[config.mk]
export PLATFORM = sky130hd
export DESIGN_NAME = seq_detect_param
export DESIGN_NICKNAME = d
export VERILOG_FILES = /design/src/rtl/seq_detect_param.sv
export SDC_FILE = /design/constraint.sdc
export NUM_CORES = 1
export LEC_CHECK = 0
export ABC_AREA = 0
export CAP_MARGIN = 10
export CORE_UTILIZATION = 50
export CTS_BUF_LIST = sky130_fd_sc_hd__clkbuf_2
export CTS_CLUSTER_SIZE = 30
export DETAILED_ROUTE_END_ITERATION = 8
export GPL_ROUTABILITY_DRIVEN = 0
export HOLD_SLACK_MARGIN = 0.05
export PLACE_DENSITY = 0.79
export SYNTH_ARGS = -nofsm -noshare
export SYNTH_HDL_FRONTEND = slang
export SYNTH_SLANG_ARGS = --single-unit
[constraint.sdc]
create_clock -name CLK -period 2.3 [get_ports CLK]
set_input_delay 0.46 -clock CLK [delete_from_list [all_inputs] [get_ports CLK]]
set_output_delay 0.46 -clock CLK [all_outputs]
set_load 0.03 [all_outputs]
[src/rtl/seq_detect_param.sv]
// Parametrised Mealy serial-pattern detector.
// Consumes one qualified bit per cycle and raises OUT in the same cycle as
// the last bit of PATTERN (MSB first). Supports overlapping and
// non-overlapping detection selectable every cycle, a synchronous clear,
// and a saturating match counter.
module seq_detect_param #(
  parameter int unsigned          LEN     = 4,
  parameter logic [LEN-1:0]       PATTERN = 4'b1011,
  parameter int unsigned          CNT_W   = 8
) (
  input  logic             CLK,
  input  logic             RST,
  input  logic             IN,
  input  logic             IN_VALID,
  input  logic             OVERLAP,
  input  logic             CLR,
  output logic             OUT,
  output logic [CNT_W-1:0] COUNT
);

  // FILL must hold 0..LEN-1, and $clog2(LEN) bits are enough for that.
  localparam int unsigned        FILL_W   = (LEN > 2) ? $clog2(LEN) : 1;
  localparam logic [FILL_W-1:0]  FILL_MAX = FILL_W'(LEN - 1);
  localparam logic [CNT_W-1:0]   CNT_MAX  = {CNT_W{1'b1}};

  // Last LEN-1 consumed bits, newest at the LSB.
  logic [LEN-2:0]   r_hist;
  // Number of valid bits in r_hist; reaching FILL_MAX means the detector is armed.
  logic [FILL_W-1:0] r_fill;
  logic [CNT_W-1:0]  r_count;

  // Candidate window: history followed by the bit on the wire this cycle.
  // Its low LEN-1 bits are also the next history, which keeps LEN=2 legal.
  logic [LEN-1:0] w_window;
  logic           w_armed;
  logic           w_match;

  // Mealy match term, combinational from the live input and the state.
  assign w_window = {r_hist, IN};
  assign w_armed  = (r_fill == FILL_MAX);
  assign w_match  = IN_VALID & w_armed & (w_window == PATTERN);

  assign OUT   = w_match;
  assign COUNT = r_count;

  // History, fill level and match counter update on each qualified bit.
  // NOTE: non-blocking assignments here so every register samples the
  // pre-edge values of its peers, regardless of statement order.
  always_ff @(posedge CLK or negedge RST) begin
    if (!RST) begin
      r_hist  <= '0;
      r_fill  <= '0;
      r_count <= '0;
    end else if (CLR) begin
      // A clear wins over everything, including a match seen on OUT this cycle.
      r_hist  <= '0;
      r_fill  <= '0;
      r_count <= '0;
    end else if (IN_VALID) begin
      if (w_match && (r_count != CNT_MAX)) begin
        r_count <= r_count + 1'b1;
      end
      if (w_match && !OVERLAP) begin
        // Non-overlapping: the matched bits are discarded, start over.
        r_hist <= '0;
        r_fill <= '0;
      end else begin
        r_hist <= w_window[LEN-2:0];
        if (!w_armed) begin
          r_fill <= r_fill + 1'b1;
        end
      end
    end
  end

endmodule

# --- Yosys cells after proc, flatten, opt, wreduce, memory -nomap -nowiden ---
# Index checks and enable logic that the tools add are counted.
word_totals:
  rom_bits: 0
  n_memories: 0
  regBits: 13
  ramBits: 0
  latch_bits: 0
op_classes:
  n_mul: 0
  magnitude_cmp: 0
  n_reduce_logical: 7
  n_eq_ne: 4
  n_mux: 10
  n_div: 0
  shifts: 0
  bitwise: 2
  n_addsub: 2
op_table:
  columns: ["op", "count"]
  rows:
  - ["8-bit 2-to-1 mux", 3]
  - ["3-bit 2-to-1 mux", 3]
  - ["8-bit by 1-bit adder with 8-bit output, second input constant", 1]
  - ["2-bit 2-to-1 mux", 4]
  - ["8-bit != test, second input constant", 1]
  - ["4-bit == test, second input constant", 1]
  - ["2-bit AND reduction", 2]
  - ["2-bit nonzero test", 2]
  - ["3-bit by 2-bit != test with 1-bit output, second input constant", 1]
  - ["2-bit by 1-bit adder with 2-bit output, second input constant", 1]
  - ["1-bit AND", 2]
  - ["2-bit == test, second input constant", 1]
  - ["1-bit logical AND", 2]
  - ["1-bit logical NOT", 1]

# --- Depth between registers and ports, before layout ---
depth:
  ltp_word: 7
  ltp_mapped: 7
  ltp_nobuf: 5

# --- Least setup slack after synthesis ---
# No wires, ideal clock.
synth_path:
  path_type: "flip-flop to flip-flop"
  from: "register r_count[0] (netlist: COUNT[0])"
  to: "register r_count[7] (netlist: COUNT[7])"
  n_path_buf: 0
  required_time_ps: 2173
  stages_incl_launch_ff: 6
  arrival_ps: 1727
  synth_period_minus_slack_ps: 1855
  setup_slack_ps: 445
  cell_sequence: "dfrtp_1 -> ha_1 -> and4_1 -> nor4_2 -> nand4_1 -> mux2_1"
synth_via:
  elab_chain_len: 4
  word_cells_on_any_way: 8
  cone_classes: "add/sub (1); eq/ne (1); mux (3); reduce/logical (3)"
synth_rtl:
  columns: ["item", "line_no", "text"]
  rows:
  - ["start, declared", "30", "logic [CNT_W-1:0] r_count;"]
  - ["start signal, assigned", "61", "r_count <= r_count + 1'b1;"]
  - ["8-bit by 1-bit adder with 8-bit output or 8-bit != test (tied branches)", "61, 60", null]
  - ["8-bit 2-to-1 mux or 1-bit logical AND (tied branches)", "60", "if (w_match && (r_count != CNT_MAX)) begin"]
  - ["8-bit 2-to-1 mux or 2-bit nonzero test (tied branches)", null, null]
  - ["8-bit 2-to-1 mux or 2-bit AND reduction (tied branches)", null, null]
# Parallel ways exist; a longest one is shown, timed or not. The select of a mux whose other input is x is not followed.
# A chain may end at the register's enable or synchronous reset.

# --- Worst setup path in the final report ---
layout_path:
  from: "input IN_VALID"
  to: "output OUT"
layout_via:
  elab_chain_len: 2
layout_rtl:
  columns: ["item", "line_no", "text"]
  rows:
  - ["start, declared", "14", "input logic IN_VALID,"]
  - ["1-bit AND (2 in a row)", "41", "assign w_match = IN_VALID & w_armed & (w_window == PATTERN);"]
  - ["end, declared", "17", "output logic OUT,"]
# No other way between the ends.

==> flow_summary.json <==
{
  "status": "finished clean",
  "yosysSeqAreaShare_pct": 44.3,
  "grt_pass1_vias": 548,
  "fin_skew_ns": 0.00237,
  "port_buffers": 14,
  "postSynthCellCount": 76,
  "hold_buffers": 0,
  "slew_violations": 0,
  "fin_cells": 109,
  "regArea_sq_um": 325,
  "cts_setup_buffers": 0,
  "place_area_sq_um": 897,
  "cp_cell_sequence": "clkdlybuf4s50_1 -> and3_1 -> nand3_2 -> inv_2 -> buf_4",
  "drcViolationCount": 0,
  "r2r_cells": 5,
  "clk_latency_ns": 0.28,
  "crit_type": "primary input to primary output",
  "root_buffer": "clkbuf_2",
  "r2r-end": "COUNT[7]",
  "endpoint": "OUT",
  "cts.sinks": 13,
  "via_count": 683,
  "cp-end-kind": "primary output",
  "htree_levels": 1,
  "critical_path_required_ns": 1.84,
  "hold_viol_final": 0,
  "worstReg2RegStart": "COUNT[0]",
  "routed_via_density": 6.27,
  "finalCriticalPeriod_ns": 2.19,
  "finalSetupTns_ns": 0,
  "die_width_um": 40.3,
  "track_usage_pct": 23.9,
  "mostFrequentLayoutCells": "13 x dfrtp_1, 13 x clkdlybuf4s50_1, 8 x a21oi_1, 5 x nor2_1, 5 x o21ai_0",
  "antenna_found_initial": 0,
  "dieArea_sq_mm": 0.00163,
  "synth_top_area_share_pct": 44.3,
  "maxCapViolCount": 0,
  "synth_area_leaders": "dfrtp_1 44%, a21oi_1 5.5%, ha_1 3.4%",
  "tightest_slew_ns": 0.588,
  "drt_iter0_drc": 25,
  "wirelength_um": 1660,
  "io_pins": 15,
  "relSlewSlack_pct": 60.7,
  "max_freq_mhz": 456,
  "overflow": 0,
  "cts_resized": 0,
  "rows": 13,
  "fin_nets": 103,
  "synth_seq_cells": 13,
  "area_growth_syn_to_layout_pct": 24.9,
  "min_period_over_period_pct": 95.3,
  "synth_area_sq_um": 734,
  "synth_fp_nets": 84,
  "design_area_sq_um": 917,
  "wire_per_inst_um": 15.2,
  "yosysTopAreaCell": "dfrtp_1",
  "vdd_drop_max_v": 0.000369,
  "grt_max_degree": 14,
  "drive_gt1_share_pct": 12.8,
  "critPathLaunchType": "primary input",
  "ys_warn_count": 0,
  "fill_cells": 113,
  "clk_path_buf_depth": 2,
  "multiInputGateArea_sq_um": 378,
  "worstPathArrival_ns": 1.73,
  "setup_viol": 0,
  "holdCritPathClass": "primary input to asynchronous set/reset pin",
  "place_hpwl_um": 1150,
  "placed_cells": 105,
  "critPathLaunch": "IN_VALID",
  "initial_utilization_pct": 55.1,
  "p_leak_uw": 0.000382,
  "slowest_delay_ns": 0.61,
  "cts_buffers": 3,
  "clkTransAtPathRegs_ns": 0.13,
  "die_h_um": 40.3,
  "diodes": 0,
  "r2r_setup_slack_ns": 0.47,
  "ant_nets": 0,
  "synth_cell_types": 31,
  "critPathMaxFanout": 10,
  "core_region_area_sq_mm": 0.00133,
  "cts_tree": "done",
  "avgSynthCellArea_sq_um": 9.66,
  "grt_pass1_wl_um": 2460,
  "p_per_area_mw_per_mm2": 436,
  "rsz0062_at_grt": "false",
  "first_pass_iters": 4,
  "crit_slowest_cell": "clkdlybuf4s50_1"
}
[state kept, by name, summed over array words and instances (netlist names)]
name	cells
COUNT	8
r_hist	3
r_fill	2
[cells in the mapped netlist (all sizes together)]
cell type and number:
mux2i 2, nand4b 1, o31ai 3, nand2b 4
dfrtp 13, nand4 3, clkbuf 1, buf 2
mux2 1, inv 4, and3 1, and4 1
nor4 1, nor2 5, nor3 2, nand2 1
nor2b 2, a21oi 8, xnor2 1, nand3b 1
or4 2, a311o 1, or3 2, a41oi 1
nand3 4, ha 2, o211ai 2, o21ai 5
[critical path: cells and delay by family]
family	cells	cell delay [ns]
buffers and inverters	3	0.88
AND/OR/NAND/NOR	2	0.39
[routing by layer]
| layer | routed length, um | track usage (%) | share of wire [%] | up-vias |
|---|---|---|---|---|
| li1 | - | - | - | 321 |
| met4 | 55 | 14.2 | 3.3 | 0 |
| met3 | 84 | 3.33 | 5.1 | 7 |
| met2 | 749 | 36.1 | 45 | 29 |
| met5 | 0 | 0 | 0 | - |
| met1 | 772 | 32.2 | 46 | 326 |
[logic make-up (layout without fill, tap and decap cells)]
family,count (synthesis),after routing,synth area share (%)
multiplexers,3,3,4.26
AO/OA/AOI/OAI,20,20,16.5
AND/OR/NAND/NOR,30,30,26.1
buffers and inverters,7,25,4.26
XOR/XNOR,1,1,1.19
adder cells (fa/ha/maj),2,2,3.41
flip-flops,13,13,44.3
[cell type report]
type                       instances  share of cell area [%]
clock buffer                       4                    2.18
inverter                           4                    1.64
multi-input combinational         56                    41.2
sequential                        13                    35.5
tap                               15                    2.05
timing repair buffer              17                    17.5
[through the flow]
| stage | power, uW | setup slack [ns] | utilization, % | hold slack [ns] |
|---|---|---|---|---|
| 3_3_place_gp | 277 | 0.127 | 67.3 | 0.509 |
| 4_1_cts | 399 | 0.118 | 68.8 | 0.554 |
| 3_5_place_dp | 279 | 0.0653 | 67.3 | 0.526 |
| 5_1_grt | 410 | 0.0554 | 68.8 | 0.593 |
| 2_1_floorplan | 258 | 0.445 | - | 0.164 |
| 6_report | 400 | 0.107 | 68.8 | 0.527 |
[how the worst min path moves through the flow]
stage	end	slack, ns
floorplan	COUNT[0]	0.16
global placement	r_fill[1]	0.51
detailed placement	r_fill[1]	0.53
CTS	r_hist[1]	0.55
global route	r_hist[1]	0.59
finish	r_hist[1]	0.53
[where the power goes]
group / internal [uW] / switching (uW) / leakage, uW / total (uW)
Sequential: 233 / 4.54 / 0.000179 / 237
Clock: 46.1 / 79.3 / 0.0000166 / 125
Combinational: 17.5 / 19.6 / 0.000186 / 37.1
Note: power is estimated with default switching activity, not from simulation.
